--- src/rtl/axil_csr_bridge.sv ---
// AXI4-Lite slave bridge onto the single-cycle CSR bus: one outstanding write and one read, alternating arbitration.
// Define AXIL_CSR_BRIDGE_ERRCNT_EN to add the saturating SLVERR/DECERR counter (err_count / err_count_clr).
module axil_csr_bridge #(
    parameter int AXI_ADDR_W = 32,
    parameter int ADDR_W     = 8
) (
`ifdef AXIL_CSR_BRIDGE_ERRCNT_EN
    output logic [15:0]           err_count,
    input  logic                  err_count_clr,
`endif
    input  logic                  clk,
    input  logic                  rst_n,
    input  logic [AXI_ADDR_W-1:0] s_awaddr,
    input  logic                  s_awvalid,
    output logic                  s_awready,
    input  logic [31:0]           s_wdata,
    input  logic [3:0]            s_wstrb,
    input  logic                  s_wvalid,
    output logic                  s_wready,
    output logic [1:0]            s_bresp,
    output logic                  s_bvalid,
    input  logic                  s_bready,
    input  logic [AXI_ADDR_W-1:0] s_araddr,
    input  logic                  s_arvalid,
    output logic                  s_arready,
    output logic [31:0]           s_rdata,
    output logic [1:0]            s_rresp,
    output logic                  s_rvalid,
    input  logic                  s_rready,
    output logic                  csr_wen,
    output logic                  csr_ren,
    output logic [ADDR_W-1:0]     csr_addr,
    output logic [31:0]           csr_wdata,
    input  logic [31:0]           csr_rdata
);

    localparam logic [1:0] RESP_OKAY   = 2'b00;
    localparam logic [1:0] RESP_SLVERR = 2'b10;
    localparam logic [1:0] RESP_DECERR = 2'b11;

    typedef enum logic [2:0] {IDLE, WR_ISSUE, WR_RESP, RD_ISSUE, RD_RESP} state_t;
    typedef enum logic {GRANT_READ, GRANT_WRITE} grant_t;

    state_t                  state_q, state_d;
    grant_t                  lastGrant_q;
    logic                    awFull_q, wFull_q, arFull_q;
    logic [AXI_ADDR_W-1:0]   awAddr_q, arAddr_q;
    logic [31:0]             wData_q;
    logic [3:0]              wStrb_q;
    logic [ADDR_W-1:0]       csrAddr_q;
    logic [31:0]             csrWdata_q;
    logic [1:0]              bresp_q, rresp_q;
    logic [31:0]             rdata_q;

    logic wrPend, rdPend, grantWr, grantRd, bHs, rHs;
    logic awHigh, arHigh;
    logic [1:0] wrResp, rdResp;

    // Address bits beyond the CSR window decode to nothing; absent when the widths match.
    if (ADDR_W < AXI_ADDR_W) begin : gHighBits
        assign awHigh = |awAddr_q[AXI_ADDR_W-1:ADDR_W];
        assign arHigh = |arAddr_q[AXI_ADDR_W-1:ADDR_W];
    end else begin : gNoHighBits
        assign awHigh = 1'b0;
        assign arHigh = 1'b0;
    end

    function automatic logic [1:0] respFor(input logic highBits, input logic [1:0] lowBits,
                                           input logic badStrb);
        if (highBits)
            return RESP_DECERR;
        else if (lowBits != 2'b00 || badStrb)
            return RESP_SLVERR;
        else
            return RESP_OKAY;
    endfunction

    assign wrResp = respFor(awHigh, awAddr_q[1:0], wStrb_q != 4'hF);
    assign rdResp = respFor(arHigh, arAddr_q[1:0], 1'b0);

    assign wrPend    = awFull_q && wFull_q;
    assign rdPend    = arFull_q;
    assign bHs       = s_bvalid && s_bready;
    assign rHs       = s_rvalid && s_rready;
    assign s_awready = !awFull_q;
    assign s_wready  = !wFull_q;
    assign s_arready = !arFull_q;
    assign s_bresp   = bresp_q;
    assign s_rresp   = rresp_q;
    assign s_rdata   = rdata_q;
    assign csr_addr  = csrAddr_q;
    assign csr_wdata = csrWdata_q;

    always_ff @(posedge clk or negedge rst_n) begin
        if (!rst_n)
            state_q <= IDLE;
        else
            state_q <= state_d;
    end

    // Valids and strobes decode from state so an asynchronous reset drops them at once.
    always_comb begin
        state_d  = state_q;
        grantWr  = 1'b0;
        grantRd  = 1'b0;
        csr_wen  = 1'b0;
        csr_ren  = 1'b0;
        s_bvalid = 1'b0;
        s_rvalid = 1'b0;
        case (state_q)
            IDLE: begin
                if (wrPend && (!rdPend || lastGrant_q == GRANT_READ)) begin
                    grantWr = 1'b1;
                    state_d = WR_ISSUE;
                end else if (rdPend) begin
                    grantRd = 1'b1;
                    state_d = RD_ISSUE;
                end
            end
            WR_ISSUE: begin
                csr_wen = (wrResp == RESP_OKAY);
                state_d = WR_RESP;
            end
            WR_RESP: begin
                s_bvalid = 1'b1;
                if (s_bready)
                    state_d = IDLE;
            end
            RD_ISSUE: begin
                csr_ren = (rdResp == RESP_OKAY);
                state_d = RD_RESP;
            end
            RD_RESP: begin
                s_rvalid = 1'b1;
                if (s_rready)
                    state_d = IDLE;
            end
            default: state_d = IDLE;
        endcase
    end

    always_ff @(posedge clk or negedge rst_n) begin
        if (!rst_n) begin
            awFull_q    <= 1'b0;
            wFull_q     <= 1'b0;
            arFull_q    <= 1'b0;
            awAddr_q    <= '0;
            arAddr_q    <= '0;
            wData_q     <= '0;
            wStrb_q     <= '0;
            csrAddr_q   <= '0;
            csrWdata_q  <= '0;
            bresp_q     <= RESP_OKAY;
            rresp_q     <= RESP_OKAY;
            rdata_q     <= '0;
            lastGrant_q <= GRANT_READ;
        end else begin
            if (s_awvalid && s_awready) begin
                awFull_q <= 1'b1;
                awAddr_q <= s_awaddr;
            end else if (bHs) begin
                awFull_q <= 1'b0;
            end
            if (s_wvalid && s_wready) begin
                wFull_q <= 1'b1;
                wData_q <= s_wdata;
                wStrb_q <= s_wstrb;
            end else if (bHs) begin
                wFull_q <= 1'b0;
            end
            if (s_arvalid && s_arready) begin
                arFull_q <= 1'b1;
                arAddr_q <= s_araddr;
            end else if (rHs) begin
                arFull_q <= 1'b0;
            end
            if (grantWr) begin
                csrAddr_q   <= awAddr_q[ADDR_W-1:0];
                csrWdata_q  <= wData_q;
                lastGrant_q <= GRANT_WRITE;
            end else if (grantRd) begin
                csrAddr_q   <= arAddr_q[ADDR_W-1:0];
                lastGrant_q <= GRANT_READ;
            end
            if (state_q == WR_ISSUE)
                bresp_q <= wrResp;
            if (state_q == RD_ISSUE) begin
                rresp_q <= rdResp;
                rdata_q <= (rdResp == RESP_OKAY) ? csr_rdata : 32'h0;
            end
        end
    end

`ifdef AXIL_CSR_BRIDGE_ERRCNT_EN
    logic [15:0] errCount_q;
    logic        errResp;

    assign errResp   = (bHs && s_bresp[1]) || (rHs && s_rresp[1]);
    assign err_count = errCount_q;

    // Clear wins over a same-cycle increment; the count sticks at all-ones.
    always_ff @(posedge clk or negedge rst_n) begin
        if (!rst_n)
            errCount_q <= '0;
        else if (err_count_clr)
            errCount_q <= '0;
        else if (errResp && errCount_q != 16'hFFFF)
            errCount_q <= errCount_q + 16'd1;
    end
`endif

endmodule

--- config.mk ---
export PLATFORM = sky130hd
export DESIGN_NAME = axil_csr_bridge
export DESIGN_NICKNAME = d
export VERILOG_FILES = /design/src/rtl/axil_csr_bridge.sv
export SDC_FILE = /design/constraint.sdc
export NUM_CORES = 1
export LEC_CHECK = 0
export ABC_AREA = 1
export CORE_MARGIN = 5
export CORE_UTILIZATION = 35
export CTS_BUF_LIST = sky130_fd_sc_hd__clkbuf_16
export DETAILED_ROUTE_END_ITERATION = 12
export GPL_ROUTABILITY_DRIVEN = 1
export MAX_ROUTING_LAYER = met4
export PLACE_DENSITY = 0.73
export SYNTH_ARGS = -nofsm -noshare
export SYNTH_HDL_FRONTEND = slang
export SYNTH_SLANG_ARGS = --single-unit
--- constraint.sdc ---
create_clock -name clk -period 1.8 [get_ports clk]
set_clock_uncertainty 0.1 [all_clocks]
set_input_delay 0.36 -clock clk [delete_from_list [all_inputs] [get_ports clk]]
set_output_delay 0.36 -clock clk [all_outputs]
set_load 0.02 [all_outputs]
==> results.md <==
- Outcome: finished, violations left
- Violated checks: setup timing
- Synth async-reset ratio: 1.000
- Area Growth Syn to Fin: 45.46%
- Setup ws final: -244.2 ps
- Yosys reg bits: 183
- Crit-path most repeated cell: buf_6
- NumNets Final: 1,083
- Post-DR wirelength/cell: 15.69 um
- Crit path arrival time: 1580 ps
- LEAKAGE: 0.005202 uW
- GRT Resource Usage Total: 0.1625
- CP peak stage delay: 400 ps
- Buffers on Ports: 221
- Crit path kind: reg -> out
- Clock-pin transition on the worst setup and hold timing paths: 80 ps
- CP Buf/Inv Count: 5
- Initial antenna violation count: 0
- Layout cells sized above 1: 0.2006
- Vias: 5,705
- Inserted Clock Buffers: 17
- Vias/cell: 4.631
- Worst skew pair latency: 430 ps
- Syn_nets: 835
- Post-route ant nets: 0
- Starting Density: 0.3529
- Max-cap violations: 0
- Cell variety after synth: 26
- Final hold vios: 0
- Post-layout util: 0.5133
- CP startpoint kind: register
- H-tree Lvls: 4
- Slew HR: 0.7330
- Die area: 24,060 um^2
- CTS tree: yes
- Post-synth EDFFs: 0
- Vias in the first global route: 5,897
- Drt first pass iters: 4
- Hold Crit Class: in -> async
- Min cycle time layout: 2044 ps
- Final period utilization: 1.136
- Crit-path max FO: 2
- Crit-path slowest cell: dfrtp_1
- WP data required: 1340 ps
- RSZ-0062 raised after global routing: yes
- GRT Residual Overflow: 0
- Final Max Slew Viols: 0
- Post-synth top area share: 0.6213
- YS warnings: 0
- Clock Sinks: 183
- Total power per unit cell area: 1555 nW/um^2
- Power, Total: 16,670 uW
- Synth area leader: dfrtp_1
- Syn_area_per_cell: 10.59 um^2
- FP Rows: 53
- Setup total negative slack: -801.4 ps
- Die X: 155.1 um
- I/O pins: 222
- Measured slew at the worst slew-check pin: 400.6 ps
- Final setup fails: 4
- Family with the most delay on the worst path: buffers and inverters
- Top area cells in the synthesized netlist: dfrtp_1 (62%), mux2_2 (8.9%), nand2_1 (6.8%), nor2_1 (4.3%), a21oi_1 (3.5%)
- Clk root buf: clkbuf_16
- VDD IR max: 0.7080 mV
- Sequential cell area fraction in the yosys report: 0.6213
- DRC errors left: 0
- Die Ht: 155.1 um
- Number of diodes: 0
- Core Footprint: 20,890 um^2
- Prevailing post-synth register cell: dfrtp_1
- Clk buf depth: 2
- Global-route wire length before repair: 30,330 um
- Mapped cell area: 7371 um^2
- Crit path capture type: output port
- Largest net degree at the start of global routing: 53
- Final wirelength: 19,330 um
- Syn Inst Count: 696
- DP Wirelength: 13,610 um
- Final GP Congestion: 0.7746
- Max Freq: 0.4892 GHz
- Critical path, cell by cell: buf_6, inv_4, buf_6, nand3_4, nor3_4, inv_2, nor2_4, buf_6
- Initial DRC count: 311
[cells in the mapped netlist (2+ instances only)]
| cell | count |
|---|---|
| a21oi_1 | 52 |
| buf_2 | 13 |
| buf_4 | 3 |
| buf_6 | 8 |
| clkbuf_1 | 7 |
| dfrtp_1 | 183 |
| inv_1 | 53 |
| inv_2 | 3 |
| mux2_2 | 58 |
| nand2_1 | 133 |
| nand3_1 | 38 |
| nand3_2 | 2 |
| nor2_1 | 85 |
| nor3_1 | 3 |
| o21ai_0 | 17 |
| o21ai_2 | 28 |
[per-stage QoR]
stage               worst slack [ps]  cell area (um^2)  cells  hold slack [ps]
floorplan                      32.67              7376    696           -35.59
global placement              -229.9             10060   1191            237.7
detailed placement            -267.5             10060   1191            239.6
CTS                           -347.8             10610   1228            340.0
global route                  -346.4             10720   1232            370.6
finish                        -244.2             10720   1232            344.1
[flip-flops by register name, summed over array words and instances (netlist names)]
name / count
arAddr_q: 32
arFull_q: 1
awAddr_q: 32
awFull_q: 1
csr_addr: 8
csr_wdata: 32
lastGrant_q: 1
s_bresp: 2
s_rdata: 32
s_rresp: 2
state_q: 3
wData_q: 32
wFull_q: 1
wStrb_q: 4
[path summary, 6_finish.rpt]
| path | start | endpoint | slack [ps] | cells after the start |
|---|---|---|---|---|
| worst min register to register | s_rdata[30] | s_rdata[30] | 380 | 2 |
| worst min-delay path | rst_n | wData_q[20] | 340 | 2 |
| min in group clk | s_rdata[30] | s_rdata[30] | 380 | 2 |
| worst max-delay path | state_q[2] | csr_ren | -240 | 8 |
| worst max register to register | state_q[2] | csr_addr[1] | 40 | 10 |
| max in group asynchronous | rst_n | s_rdata[26] | 640 | 3 |
[worst reg2reg max path, delay by kind of cell, from the launching register on]
| kind | cells | cell delay [ps] |
|---|---|---|
| DFF | 1 | 400 |
| AOI/OAI and AO/OA | 2 | 260 |
| buffers and inverters | 6 | 620 |
| and+or+nand+nor | 2 | 260 |
[cell usage in the layout, fill, tap and decap left out, types with 2 or more instances in the layout]
cell             synthesis  routed
inv_8                    0       4
buf_4                    3      26
clkdlybuf4s50_1          0     137
o21ai_1                  0       3
o21ai_0                 17      14
nand3_4                  0       2
clkinv_4                 0       5
inv_1                   53      51
a21oi_1                 52      51
mux2_2                  58      58
clkbuf_16                0      19
o21ai_2                 28      28
buf_12                   0       8
inv_6                    0       4
nand2_1                133     132
nor2_1                  85      75
inv_2                    3       3
inv_4                    0       2
nor2_4                   1       2
dlygate4sd2_1            0      76
nor2_2                   0       9
clkbuf_2                 0       2
dfrtp_1                183     183
nor3_4                   1       2
nand3_2                  2       2
buf_6                    8       7
nand3_1                 38      36
[where the power goes]
group / total (uW) / switching [uW] / leakage (uW) / internal [uW]
registers: 6630 / 802 / 0.00218 / 5830
logic: 6450 / 3540 / 0.00274 / 2910
clock network: 3600 / 1770 / 0.000274 / 1830
total: 16700 / 6110 / 0.00520 / 10600
[area by class of cell]
cell class | count | area, um^2
Clock inverter | 15 | 135.1
Sequential cell | 183 | 4579
Inverter | 56 | 215.2
Fill cell | 1892 | 10170
Timing Repair Buffer | 261 | 2566
Tap cell | 275 | 344.1
Multi-Input combinational cell | 425 | 2456
Clock buffer | 17 | 425.4
[kinds of logic (layout without fill, tap and decap cells)]
| kind of cell | Yosys count | after routing | share of synthesized area |
|---|---|---|---|
| multiplexers | 58 | 58 | 0.08861 |
| AO/OA/AOI/OAI | 99 | 99 | 0.08199 |
| buffers and inverters | 88 | 349 | 0.05670 |
| flip-flops | 183 | 183 | 0.6213 |
| AND/OR/NAND/NOR | 268 | 268 | 0.1514 |
[routing by layer]
layer / vias to the layer above / GRT usage / routed length (um)
met3: 32 / 0.05229 / 1368
met1: 2740 / 0.2067 / 8587
met4: 0 / 0.04205 / 339
li1: 2749 / - / -
met5: - / - / 0
met2: 184 / 0.2531 / 9038
[what timing repair did]
item                                    4_1_cts  5_1_grt
pin swaps                                     3        9
gates cloned                                  0        2
hold endpoints to repair                     41        0
hold buffers                                  1        0
buffers inserted                              4        4
endpoints found under the setup margin       83       46
gates resized for setup                     106       23
No activity file was read; power rests on OpenSTA's default activity.
